**src/rtl/if_fetch_if.sv**
```systemverilog
// Fetch-stage bundle: redirect input, instruction-memory request/response,
// and the instruction handshake toward the IF/ID stage.
interface if_fetch_if;
    logic        redirect_i;
    logic [31:0] redirect_pc_i;
    logic        imem_req_o;
    logic [31:0] imem_addr_o;
    logic        imem_ack_i;
    logic [31:0] imem_rdata_i;
    logic [31:0] Ins_o;
    logic [31:0] PC_o;
    logic        valid_o;
    logic        ready_i;

    modport master (
        input  redirect_i, redirect_pc_i, imem_ack_i, imem_rdata_i, ready_i,
        output imem_req_o, imem_addr_o, Ins_o, PC_o, valid_o
    );

    modport slave (
        output redirect_i, redirect_pc_i, imem_ack_i, imem_rdata_i, ready_i,
        input  imem_req_o, imem_addr_o, Ins_o, PC_o, valid_o
    );
endinterface

```
**src/rtl/if_fetch.sv**
```systemverilog
// Instruction fetch stage: issues word-addressed requests to instruction
// memory, queues responses in a 2-entry in-order buffer and presents the
// head entry to IF/ID. A redirect flushes the buffer; a request that is
// already on the bus when a redirect hits is completed and its data dropped.
module if_fetch #(
    parameter logic [31:0] RESET_PC = 32'h0000_0000,
    parameter logic [31:0] PC_STEP  = 32'd1
) (
    input logic        clk,
    input logic        rst,
    if_fetch_if.master bus
);

    typedef enum logic {S_FETCH = 1'b0, S_DRAIN = 1'b1} state_t;

    state_t      r_state;
    state_t      w_state_nxt;
    logic [31:0] r_pc;
    logic [31:0] r_drain_addr;
    logic [31:0] r_ins [2];
    logic [31:0] r_bpc [2];
    logic [1:0]  r_count;

    logic        w_req;
    logic [31:0] w_addr;
    logic        w_push;
    logic        w_pop;
    logic        w_drain_go;
    logic        w_valid;

    assign w_valid = (r_count != 2'd0);
    assign w_pop   = w_valid & bus.ready_i;

    // Next state and memory request; request depends only on state, count and rst
    always_comb begin
        w_state_nxt = r_state;
        w_req       = 1'b0;
        w_addr      = r_pc;
        w_push      = 1'b0;
        w_drain_go  = 1'b0;
        case (r_state)
            S_FETCH: begin
                w_req  = (r_count != 2'd2);
                w_addr = r_pc;
                if (w_req && bus.imem_ack_i && !bus.redirect_i) begin
                    w_push = 1'b1;
                end
                // An un-acked request must finish before a new address may go out
                if (bus.redirect_i && w_req && !bus.imem_ack_i) begin
                    w_state_nxt = S_DRAIN;
                    w_drain_go  = 1'b1;
                end
            end
            S_DRAIN: begin
                w_req  = 1'b1;
                w_addr = r_drain_addr;
                if (bus.imem_ack_i) begin
                    w_state_nxt = S_FETCH;
                end
            end
            default: w_state_nxt = S_FETCH;
        endcase
        if (rst) begin
            w_req       = 1'b0;
            w_push      = 1'b0;
            w_drain_go  = 1'b0;
            w_state_nxt = S_FETCH;
        end
    end

    // State register
    always_ff @(posedge clk) begin
        if (rst) begin
            r_state <= S_FETCH;
        end else begin
            r_state <= w_state_nxt;
        end
    end

    // Fetch PC and the address held while draining a killed request
    always_ff @(posedge clk) begin
        if (rst) begin
            r_pc         <= RESET_PC;
            r_drain_addr <= RESET_PC;
        end else begin
            if (bus.redirect_i) begin
                r_pc <= bus.redirect_pc_i;
            end else if (w_push) begin
                r_pc <= r_pc + PC_STEP;
            end
            if (w_drain_go) begin
                r_drain_addr <= r_pc;
            end
        end
    end

    // Two-entry in-order buffer; entry 0 is the head shown to IF/ID
    always_ff @(posedge clk) begin
        if (rst) begin
            r_count  <= 2'd0;
            r_ins[0] <= 32'd0;
            r_ins[1] <= 32'd0;
            r_bpc[0] <= 32'd0;
            r_bpc[1] <= 32'd0;
        end else if (bus.redirect_i) begin
            r_count <= 2'd0;
        end else begin
            case ({w_push, w_pop})
                2'b01: begin
                    r_ins[0] <= r_ins[1];
                    r_bpc[0] <= r_bpc[1];
                    r_count  <= r_count - 2'd1;
                end
                2'b10: begin
                    if (r_count == 2'd0) begin
                        r_ins[0] <= bus.imem_rdata_i;
                        r_bpc[0] <= r_pc;
                    end else begin
                        r_ins[1] <= bus.imem_rdata_i;
                        r_bpc[1] <= r_pc;
                    end
                    r_count <= r_count + 2'd1;
                end
                2'b11: begin
                    // Push needs count<2 and pop needs count>0, so count is 1 here
                    r_ins[0] <= bus.imem_rdata_i;
                    r_bpc[0] <= r_pc;
                end
                default: ;
            endcase
        end
    end

    assign bus.imem_req_o  = w_req;
    assign bus.imem_addr_o = w_addr;
    assign bus.valid_o     = w_valid;
    assign bus.Ins_o       = r_ins[0];
    assign bus.PC_o        = r_bpc[0];

endmodule

```
**src/flat_wrapper.sv**
```systemverilog
// flat-port wrapper written by rule: the top's interface ports become plain ports
module if_fetch_flat 
#(
    parameter logic [31:0] RESET_PC = 32'h0000_0000,
    parameter logic [31:0] PC_STEP  = 32'd1
)
  (clk, rst, bus_redirect_i, bus_redirect_pc_i, bus_imem_ack_i, bus_imem_rdata_i, bus_ready_i, bus_imem_req_o, bus_imem_addr_o, bus_Ins_o, bus_PC_o, bus_valid_o);
  if_fetch_if bus_i ();
  input logic clk;
  input logic rst;
  input wire logic [$bits(bus_i.redirect_i)-1:0] bus_redirect_i;
  input wire logic [$bits(bus_i.redirect_pc_i)-1:0] bus_redirect_pc_i;
  input wire logic [$bits(bus_i.imem_ack_i)-1:0] bus_imem_ack_i;
  input wire logic [$bits(bus_i.imem_rdata_i)-1:0] bus_imem_rdata_i;
  input wire logic [$bits(bus_i.ready_i)-1:0] bus_ready_i;
  output wire logic [$bits(bus_i.imem_req_o)-1:0] bus_imem_req_o;
  output wire logic [$bits(bus_i.imem_addr_o)-1:0] bus_imem_addr_o;
  output wire logic [$bits(bus_i.Ins_o)-1:0] bus_Ins_o;
  output wire logic [$bits(bus_i.PC_o)-1:0] bus_PC_o;
  output wire logic [$bits(bus_i.valid_o)-1:0] bus_valid_o;
  assign bus_i.redirect_i = bus_redirect_i;
  assign bus_i.redirect_pc_i = bus_redirect_pc_i;
  assign bus_i.imem_ack_i = bus_imem_ack_i;
  assign bus_i.imem_rdata_i = bus_imem_rdata_i;
  assign bus_i.ready_i = bus_ready_i;
  assign bus_imem_req_o = bus_i.imem_req_o;
  assign bus_imem_addr_o = bus_i.imem_addr_o;
  assign bus_Ins_o = bus_i.Ins_o;
  assign bus_PC_o = bus_i.PC_o;
  assign bus_valid_o = bus_i.valid_o;
  if_fetch #(.RESET_PC(RESET_PC), .PC_STEP(PC_STEP)) u_core (.clk(clk), .rst(rst), .bus(bus_i));
endmodule
```
**config.mk**
```make
export PLATFORM = sky130hd
export DESIGN_NAME = if_fetch_flat
export DESIGN_NICKNAME = d
export VERILOG_FILES = /design/src/rtl/if_fetch_if.sv /design/src/rtl/if_fetch.sv /design/src/flat_wrapper.sv
export SDC_FILE = /design/constraint.sdc
export NUM_CORES = 1
export LEC_CHECK = 0
export ABC_AREA = 1
export CAP_MARGIN = 25
export CORE_MARGIN = 4
export CORE_UTILIZATION = 25
export DETAILED_ROUTE_END_ITERATION = 8
export HOLD_SLACK_MARGIN = 0.1
export PLACE_DENSITY = 0.47
export SLEW_MARGIN = 25
export SYNTH_ARGS = -nofsm -noshare
export SYNTH_HDL_FRONTEND = slang
export SYNTH_SLANG_ARGS = --single-unit
```
**constraint.sdc**
```tcl
create_clock -name clk -period 10 [get_ports clk]
set_clock_uncertainty 0.15 [all_clocks]
set_input_delay 2 -clock clk [delete_from_list [all_inputs] [get_ports clk]]
set_output_delay 2 -clock clk [all_outputs]
set_load 0.005 [all_outputs]
```
=== Word level (Yosys, flattened, before mapping) ===
Memories as Yosys holds them, arrays and structs flattened.
Index checks and enable logic that the tools add are counted.

* Flip-flop bits (word level): 67
* Bits in writable memories: 128
* Output and inout port bits: 98
* Input bits: 69
* Logic and storage cells: 76
* Memories: 2

* Add/sub/neg operators: 3
* Equality and inequality tests: 4
* Mux-type cells: 42
* Bitwise logic cells: 10
* Reductions and logical operators: 11

{| class="wikitable"
|+ Memories
! name !! words !! bits a word !! read ports !! clocked after memory_dff !! wr ports !! RTL line !! text
|-
| u_core.r_bpc || 2 || 32 || 2 || 0 || 2 || if_fetch.sv:21 || <nowiki>logic [31:0] r_bpc [2];</nowiki>
|-
| u_core.r_ins || 2 || 32 || 2 || 0 || 2 || if_fetch.sv:20 || <nowiki>logic [31:0] r_ins [2];</nowiki>
|}

{| class="wikitable"
|+ Operators by type and width
! operator !! count
|-
| $mux W32 || 10
|-
| $pmux W32 S2 || 1
|-
| $add A32 B1 Y32 const B || 1
|-
| $mux W1 || 28
|-
| $or A1 B1 Y1 || 8
|-
| $reduce_bool A2 Y1 || 3
|-
| $eq A2 B2 Y1 const B || 2
|-
| $logic_and A1 B1 Y1 || 4
|-
| $pmux W1 S2 || 2
|-
| $pmux W2 S2 || 1
|-
| $add A2 B1 Y2 const B || 1
|-
| $eq A2 B1 Y1 const B || 1
|-
| $logic_not A1 Y1 || 2
|-
| $logic_not A2 Y1 || 1
|-
| $ne A2 B2 Y1 const B || 1
|-
| $reduce_or A2 Y1 || 1
|-
| $sub A2 B1 Y2 const B || 1
|-
| $and A1 B1 Y1 || 1
|-
| $not A1 Y1 || 1
|}

=== Depth between registers and ports, before layout ===
Gate-level depths: netlist (run 1).

* Depth in word-level cells: 14
* Depth in mapped cells: 12
* Mapped depth without buffers: 9

=== Worst setup path before layout (run 1) ===
No wires, ideal clock.

* Path type: input to register
* Start point: input port bus_redirect_i
* End point: memory u_core.r_bpc[0][0], enable pin
* Slack: 4.719 ns
* Library setup time: 0.852 ns
* Data required time: 8.998 ns
* Data arrival time: 4.279 ns
* Cell stages on the path: 8
* Buffers on the path: 2
* Cells stage by stage: buf_4 nor2_8 nand4_4 inv_2 buf_2 ha_1 nand3_1 nand3_1

{| class="wikitable"
|+ RTL lines
! item !! RTL line !! text
|-
| start: declaration || flat_wrapper.sv:11 || <nowiki>input wire logic [$bits(bus_i.redirect_i)-1:0] bus_redirect_i;</nowiki>
|-
| end: declaration || if_fetch.sv:21 ||
|}

=== Worst setup path in the final report (run 1) ===
* Start point: input port rst
* End point: output port bus_imem_req_o

* Word-level cells in the longest chain between the ends: 1

{| class="wikitable"
|+ Ends and longest elaborated chain
! item !! RTL line !! text
|-
| start: declaration || flat_wrapper.sv:10 || <nowiki>input logic rst;</nowiki>
|-
| $mux W1 || if_fetch.sv:63 || <nowiki>if (rst) begin</nowiki>
|-
| end: declaration || flat_wrapper.sv:16 || <nowiki>output wire logic [$bits(bus_i.imem_req_o)-1:0] bus_imem_req_o;</nowiki>
|}

Every way passes these cells.

==> results.yml, run 1 <==
run_status:
  outcome: "completed"
worst_setup_path:
  reg2reg_from: "u_core.r_state$_SDFF_PP0_"
  crit_path_max_fanout: 39
  end_kind: "primary output"
  critPathArrivalTime_ns: 3.61
  critical-path-max-stage-delay_ns: 0.46
  critPathSlowestCell: "clkdlybuf4s50_1"
  crit_chain: "clkdlybuf4s50_1 -> buf_4 -> inv_1 -> o21ai_0 -> inv_1 -> clkdlybuf4s50_1"
  critPathLaunchType: "primary input"
  startpoint: "rst"
  path_class: "in -> out"
  cp.required_ns: 7.85
yosys:
  netlist_area_sq_um: 8961
  synth.top_cell.area_share: 0.4289
  postSynthAreaPerCell_sq_um: 8.970
  synth-main-ff-cell: "edfxtp_1"
  ys_top_cells_by_count: "nand2_1 (170), edfxtp_1 (128), a21oi_1 (121), inv_1 (102), nor2_1 (98)"
  yosysWarnings: 0
  ys_ff_latch: 195
  syn_inst: 999
  synth_most_common_cell: "nand2_1"
  synth-edff-count: 128
  synth_area_leaders: "edfxtp_1 (43%), dfxtp_1 (15%), nand2_1 (7.1%)"
  syn_nets: 1072
  ys_seq_area_frac: 0.5786
  yosysTopAreaCell: "edfxtp_1"
  synthArstFlopShare: 0
  synth_cell_types: 32
clock_network:
  cts_buffers: 17
  cts_hold_buf: 0
  cts_tree: "done"
  cts_resized: 0
  clock_latency_ns: 0.43
  root_buffer: "clkbuf_16"
  clock-sinks: 195
  clkSlewWorstSetupHoldPaths_ns: 0.07
  post_cts_buffers: 0
  clk_path_buf_depth: 2
  htree_levels: 4
timing:
  hold_violations: 0
  setup_violations: 0
  tightestPinTransition_ns: 1.023
  rsz0062_at_grt: "no"
  finalSetupTns_ns: 0
  fin_crit_ns: 5.765
  relSlewSlack: 0.3177
  slew_violations: 0
  max_freq_mhz: 173.5
  post-route-period-util: 0.5765
grt:
  grt_pass1_wl_mm: 39.97
  grt_pass1_vias: 7007
  track_usage: 0.1311
  grt-ovfl-total: 0
  antenna_found_initial: 0
  grt_max_degree: 71
placement:
  portBuffers: 166
  place_congestion: 0.8444
  dpl-instance-area_sq_um: 11000
  dp_hpwl_mm: 17.84
layout:
  nNetsFinal: 1207
  area_delta_synth_final_pct: 29.56
  antenna_cells: 0
  drive_above_1_share: 0.06016
  finalInstanceArea_sq_um: 11610
job:
  max_cap_viol_count: 0
drt:
  firstDrtPassIters: 5
  vias: 7056
  ant_nets: 0
  vias_per_cell: 4.388
  avgRoutedWirePerCell_microns: 15.87
  drtIter0Drc: 372
  postRouteWirelength_mm: 25.53
  drc: 0
floorplan:
  coreArea_sq_um: 35480
  start_util: 0.2525
  die_h_microns: 197.3
  die_area_sq_um: 38940
  ioPinCount: 167
  die_w_microns: 197.3
  rows: 69
pwr:
  static-leakage-power_nw: 4.248
  peakVddDrop_uv: 123.0
  power.density_nw_per_um2: 157.5
min_path:
  hold_class: "reg -> reg"
  min_from: "u_core.r_count[0]$_SDFFE_PP0P_"
[cell usage in the layout (no fill, tap or decap), types with 2 or more instances in the layout]
cell type / n
nand2_1: 168
clkdlybuf4s50_1: 166
edfxtp_1: 128
a21oi_1: 121
inv_1: 103
nor2_1: 98
o21ai_0: 89
dfxtp_1: 66
o21ai_1: 61
nand3_1: 42
clkbuf_16: 18
a211oi_1: 11
xor2_1: 8
nor2_4: 7
buf_4: 6
inv_2: 5
nand2_2: 5
nor2_2: 5
a31oi_1: 5
ha_1: 4
inv_6: 4
nand2_4: 3
and2_1: 2
nand3b_1: 2
clkinv_2: 2
bufinv_16: 2
[cell type report]
cell class	instances	area (sq um)
fillers	3694	23870
flip-flops and latches	195	5189
multi-input cells	640	3113
repair buffers	173	1727
well taps	461	576.8
clock buffers	20	461.7
inverters	107	401.6
clock inverters	12	141.4
[metal layers]
layer  up-vias  wire length, microns  global-route usage
met3        21                  1285             0.02234
met4         0                   419             0.03775
met5         -                     0                   0
met2       162                 11380              0.2095
li1       3643                     -                   -
met1      3230                 12440              0.1836
[report_power, final]
part / switching [mW] / internal [mW]
Combinational: 0.104 / 0.0865
Clock: 0.316 / 0.402
Sequential: 0.0220 / 0.898
Total: 0.442 / 1.39
[through the flow]
step / power [mW] / worst slack, ns / util / hold WS (ns) / cells
final: 1.828 / 4.235 / 0.3272 / 0.3384 / 1608
after global routing: 1.904 / 4.101 / 0.3272 / 0.3819 / 1608
after CTS: 1.856 / 4.180 / 0.3271 / 0.3341 / 1608
after detailed placement: 1.133 / 3.994 / 0.3101 / 0.3177 / 1576
after global placement: 1.131 / 4.059 / 0.3096 / 0.3166 / 1575
after floorplan: 1.020 / 4.719 / - / 0.2935 / 999
[kinds of logic after synthesis]
logic type | synth area share
AND/OR/NAND/NOR | 0.1622
AO/OA/AOI/OAI | 0.1674
flip-flops | 0.5786
buffers and inverters | 0.07833
XOR/XNOR | 0.007819
adder cells (fa/ha/maj) | 0.005585
[sequential cells by signal, indices dropped and copies added (netlist names)]
name / cells
u_core.r_bpc: 64
u_core.r_count: 2
u_core.r_drain_addr: 32
u_core.r_ins: 64
u_core.r_pc: 32
u_core.r_state: 1
[critical path, delay by kind of cell]
kind	cells	cell delay, ns
AOI/OAI and AO/OA	1	0.12
buffers and inverters	5	1.49
[path summary, 6_finish.rpt]
check / to / slack, ns / cells past startpoint
max: bus_imem_req_o / 4.24 / 6
max reg2reg: u_core.r_bpc[0][2]$_DFFE_PP_ / 6.20 / 9
min reg2reg: u_core.r_count[0]$_SDFFE_PP0P_ / 0.34 / 1
min: u_core.r_count[0]$_SDFFE_PP0P_ / 0.34 / 1
Note: power is estimated with default switching activity, not from simulation.
==> inputs of run 2 (changes only) <==
--- a/config.mk
+++ b/config.mk
@@ -11,7 +11,7 @@
 export CORE_UTILIZATION = 25
 export DETAILED_ROUTE_END_ITERATION = 8
 export HOLD_SLACK_MARGIN = 0.1
-export PLACE_DENSITY = 0.47
+export PLACE_DENSITY = 0.49
 export SLEW_MARGIN = 25
 export SYNTH_ARGS = -nofsm -noshare
 export SYNTH_HDL_FRONTEND = slang
==> constraint.sdc (replaced) <==
create_clock -name clk -period 5.25 [get_ports clk]
set_clock_uncertainty 0.15 [all_clocks]
set_input_delay 1.05 -clock clk [delete_from_list [all_inputs] [get_ports clk]]
set_output_delay 1.05 -clock clk [all_outputs]
set_load 0.005 [all_outputs]
==> run 2 against run 1 <==
- setup slack lost 3.1 ns
- core utilization is essentially flat
- worst hold slack worse by 0.0018 ns
- combinational power rose by 94%
- critical path type unchanged
==> results.yml, run 2 (synthesis results as in run 1) <==
run_status:
  outcome: "completed"
grt:
  grt_pass1_vias: 6678
  grt_max_degree: 66
  track_usage: 0.1286
  grt_pass1_wl_mm: 39.11
  antenna_found_initial: 0
  grt-ovfl-total: 0
min_path:
  hold_class: "reg -> reg"
  min_path_cells: 1
  min_to: "u_core.r_count[0]$_SDFFE_PP0P_"
  min_from: "u_core.r_count[0]$_SDFFE_PP0P_"
floorplan:
  coreArea_sq_um: 35480
  die_w_microns: 197.3
  start_util: 0.2525
  rows: 69
  die_area_sq_um: 38940
  die_h_microns: 197.3
  ioPinCount: 167
drt:
  postRouteWirelength_mm: 25.34
  drc: 0
  avgRoutedWirePerCell_microns: 15.74
  firstDrtPassIters: 5
  ant_nets: 0
  vias: 7132
  drtIter0Drc: 442
  vias_per_cell: 4.430
worst_setup_path:
  path_class: "in -> out"
  critPathSlowestCell: "clkdlybuf4s50_1"
  critPathArrivalTime_ns: 2.87
  critical-path-max-stage-delay_ns: 0.60
  r2r_end: "u_core.r_ins[0][10]$_DFFE_PP_"
  reg2reg_slack_ns: 2.54
  timing.critical_path.buf_inv: 5
  critPathLaunchType: "primary input"
  cp_top_family: "buffers and inverters"
  reg2reg_from: "u_core.r_count[0]$_SDFFE_PP0P_"
  cp.required_ns: 4.05
  crit_chain: "clkdlybuf4s50_1 -> buf_4 -> inv_1 -> o21ai_0 -> inv_1 -> clkdlybuf4s50_1"
  crit_path_max_fanout: 38
  end_kind: "primary output"
  reg2reg_depth: 10
placement:
  dp_hpwl_mm: 18.00
  post-place-ws_ns: 1.131
  dpl-instance-area_sq_um: 11020
  portBuffers: 166
  placed_cells: 1578
  place_congestion: 0.8577
timing:
  tightestPinTransition_ns: 0.8767
  whs_ns: 0.3366
  fin_crit_ns: 4.070
  relSlewSlack: 0.4155
  setup_ws_ns: 1.180
  post-route-period-util: 0.7753
  slew_violations: 0
  max_freq_mhz: 245.7
  setup_violations: 0
  finalSetupTns_ns: 0
  rsz0062_at_grt: "no"
  hold_violations: 0
clock_network:
  clock_latency_ns: 0.44
  clk_path_buf_depth: 2
  root_buffer: "clkbuf_16"
  cts_buffers: 17
  post_cts_buffers: 0
  cts_resized: 0
  clkSlewWorstSetupHoldPaths_ns: 0.07
  cts_tree: "done"
  clock-sinks: 195
  htree_levels: 4
  cts_hold_buf: 0
layout:
  area_delta_synth_final_pct: 29.73
  drive_above_1_share: 0.06179
  layout_common_cells: "nand2_1 (168), clkdlybuf4s50_1 (166), edfxtp_1 (128), a21oi_1 (121), inv_1 (102)"
  mostFrequentLayoutCell: "nand2_1"
  layout.cells.non_filler: 1610
  antenna_cells: 0
  final_core_util: 0.3276
  largestRegisters: "u_core.r_bpc: 64 flops, u_core.r_ins: 64 flops"
  finalInstanceArea_sq_um: 11620
  nNetsFinal: 1210
pwr:
  power.density_nw_per_um2: 296.5
  peakVddDrop_uv: 210.2
  static-leakage-power_nw: 4.244
  total_power_mw: 3.447
job:
  max_cap_viol_count: 0
==> run 2: changes by cell type in the layout (fill, tap and decap cells not counted), sizes merged <==
| cell | delta |
|---|---|
| inv | -4 |
| buf | +3 |
| clkinv | +3 |
| bufinv | -1 |
| clkinvlp | +1 |
==> run 2: cell type report <==
class                           instances  area [sq um]
Sequential cell                       195          5186
Fill cell                            3661         23860
Tap cell                              461         576.8
Clock buffer                           20         457.9
Clock inverter                         11         126.4
Timing Repair Buffer                  176          1762
Inverter                              107         402.9
Multi-Input combinational cell        640          3113
==> run 2: how the worst max path moves through the flow <==
stage | endpoint | cells past startpoint | startpoint | slack [ns]
after floorplan | u_core.r_bpc[0][0]$_DFFE_PP_ | 8 | bus_redirect_i | 0.92
after global placement | bus_imem_req_o | 6 | rst | 1.10
after detailed placement | bus_imem_req_o | 6 | rst | 1.13
after CTS | bus_imem_req_o | 6 | rst | 1.14
after global routing | bus_imem_req_o | 6 | rst | 1.03
final | bus_imem_req_o | 6 | rst | 1.18
==> run 2: layer usage <==
layer | part of all wire | wire length (microns) | track usage
met3 | 0.054 | 1361 | 0.02473
met1 | 0.48 | 12290 | 0.1832
met4 | 0.015 | 386 | 0.03647
met5 | 0 | 0 | 0
met2 | 0.45 | 11300 | 0.1998
==> run 2: report_power, final <==
part | leakage, nW | internal [mW] | switching, mW | total, mW
Clock | 0.286 | 0.733 | 0.598 | 1.33
Combinational | 2.08 | 0.166 | 0.204 | 0.370
Sequential | 1.88 | 1.71 | 0.0358 | 1.75
Total | 4.24 | 2.61 | 0.837 | 3.45
==> inputs of run 3 (changes only) <==
==> constraint.sdc (replaced) <==
create_clock -name clk -period 3.6 [get_ports clk]
set_clock_uncertainty 0.15 [all_clocks]
set_input_delay 0.72 -clock clk [delete_from_list [all_inputs] [get_ports clk]]
set_output_delay 0.72 -clock clk [all_outputs]
set_load 0.005 [all_outputs]
==> run 3 against run 2 <==
- worst hold slack better by 0.026 ns
- core utilization is 0.37 points higher
- total power is 46% higher
- global-route usage is 0.27 points higher
- wire length is 1.8% higher
- clock-buffer cell count is 2 lower
- sequential power is 46% higher
- via count is 0.77% lower
- register-to-register slack worse by 1.7 ns
- final area is 1.1% higher
==> results.yml, run 3 (synthesis results as in run 1) <==
run_status:
  outcome: "completed"
worst_setup_path:
  cp.required_ns: 2.73
  critPathArrivalTime_ns: 2.24
  timing.critical_path.buf_inv: 2
  path_class: "reg -> out"
  critPathSlowestCell: "dfxtp_2"
  critPathLaunchType: "flip-flop"
  crit_path_max_fanout: 31
  crit_chain: "buf_4 -> nand2_1 -> o21ai_0 -> clkdlybuf4s50_1"
  cp_top_family: "buffers and inverters"
  end_kind: "primary output"
  critical-path-max-stage-delay_ns: 0.69
grt:
  grt_max_degree: 65
  grt_pass1_vias: 6982
  grt-ovfl-total: 0
  track_usage: 0.1313
  grt_pass1_wl_mm: 40.08
  antenna_found_initial: 0
min_path:
  hold_class: "reg -> reg"
drt:
  postRouteWirelength_mm: 25.81
  vias_per_cell: 4.366
  avgRoutedWirePerCell_microns: 15.92
  firstDrtPassIters: 5
  vias: 7077
  ant_nets: 0
  drtIter0Drc: 423
  drc: 0
job:
  max_cap_viol_count: 0
timing:
  fin_crit_ns: 3.112
  relSlewSlack: 0.5273
  hold_violations: 0
  slew_violations: 0
  post-route-period-util: 0.8646
  max_freq_mhz: 321.3
  finalSetupTns_ns: 0
  tightestPinTransition_ns: 0.7091
  whs_ns: 0.3622
  rsz0062_at_grt: "no"
  setup_violations: 0
pwr:
  sw_frac_of_total: 0.2483
  intPower_mw: 3.786
  p_comb_frac: 0.110
  peakVddDrop_uv: 313.3
  static-leakage-power_nw: 4.304
  switchingPower_mw: 1.251
  power.density_nw_per_um2: 428.4
  clock_power_share: 0.384
  seq_power_share: 0.506
floorplan:
  start_util: 0.2525
  coreArea_sq_um: 35480
  die_w_microns: 197.3
  die_h_microns: 197.3
  rows: 69
  ioPinCount: 167
  die_area_sq_um: 38940
clock_network:
  htree_levels: 4
  root_buffer: "clkbuf_16"
  cts_hold_buf: 0
  clk_path_buf_depth: 2
  clkSlewWorstSetupHoldPaths_ns: 0.09
  cts_buffers: 17
  clock_latency_ns: 0.44
  clock-sinks: 195
  cts_tree: "done"
  cts_resized: 0
  post_cts_buffers: 0
layout:
  largestRegisters: "u_core.r_bpc: 64 flops, u_core.r_ins: 64 flops"
  drive_above_1_share: 0.07069
  layout_common_cells: "nand2_1 (168), clkdlybuf4s50_1 (166), edfxtp_1 (128), a21oi_1 (121), inv_1 (102)"
  area_delta_synth_final_pct: 31.21
  antenna_cells: 0
  mostFrequentLayoutCell: "nand2_1"
  nNetsFinal: 1220
placement:
  portBuffers: 166
  dp_hpwl_mm: 18.71
  place_congestion: 0.8717
==> run 3: power groups by stage <==
stage,Sequential (mW),Combinational (mW),Clock (mW)
2_1_floorplan,2.59,0.240,0
3_3_place_gp,2.60,0.559,0
3_5_place_dp,2.60,0.563,0
4_1_cts,2.55,0.566,2.00
5_1_grt,2.56,0.613,2.08
6_report,2.55,0.553,1.93
==> run 3: worst paths after layout <==
| path | to | cells past startpoint | slack, ns | start |
|---|---|---|---|---|
| setup / recovery | bus_imem_addr_o[20] | 4 | 0.49 | u_core.r_state$_SDFF_PP0_ |
| hold / removal | u_core.r_count[0]$_SDFFE_PP0P_ | 1 | 0.36 | u_core.r_count[0]$_SDFFE_PP0P_ |
| setup reg to reg | u_core.r_ins[0][13]$_DFFE_PP_ | 9 | 0.86 | u_core.r_state$_SDFF_PP0_ |
| hold reg to reg | u_core.r_count[0]$_SDFFE_PP0P_ | 1 | 0.36 | u_core.r_count[0]$_SDFFE_PP0P_ |
==> run 3: layer usage <==
layer	track usage	routed length [microns]	vias to the layer above
li1	-	-	3659
met1	0.1836	12470	3245
met2	0.2064	11700	150
met3	0.02729	1186	23
met4	0.03775	454	0
met5	0	0	-
==> run 3: final cells by class <==
| class | count | area, sq um |
|---|---|---|
| sequential | 195 | 5186 |
| tap | 461 | 576.8 |
| multi-input combinational | 640 | 3113 |
| clock inverter | 14 | 151.4 |
| inverter | 107 | 401.6 |
| timing repair buffer | 186 | 1899 |
| fill | 3672 | 23730 |
| clock buffer | 18 | 429.2 |
==> run 3: metrics by stage <==
step | cells | setup WS (ns) | total power, mW | cell area [sq um] | util
after floorplan | 999 | 0.4185 | 2.831 | 8969 | -
after global placement | 1589 | 0.2518 | 3.158 | 11180 | 0.3150
after detailed placement | 1589 | 0.1867 | 3.165 | 11180 | 0.3150
after CTS | 1621 | 0.4550 | 5.120 | 11760 | 0.3314
after global routing | 1621 | 0.3122 | 5.261 | 11760 | 0.3314
final | 1621 | 0.4875 | 5.037 | 11760 | 0.3314
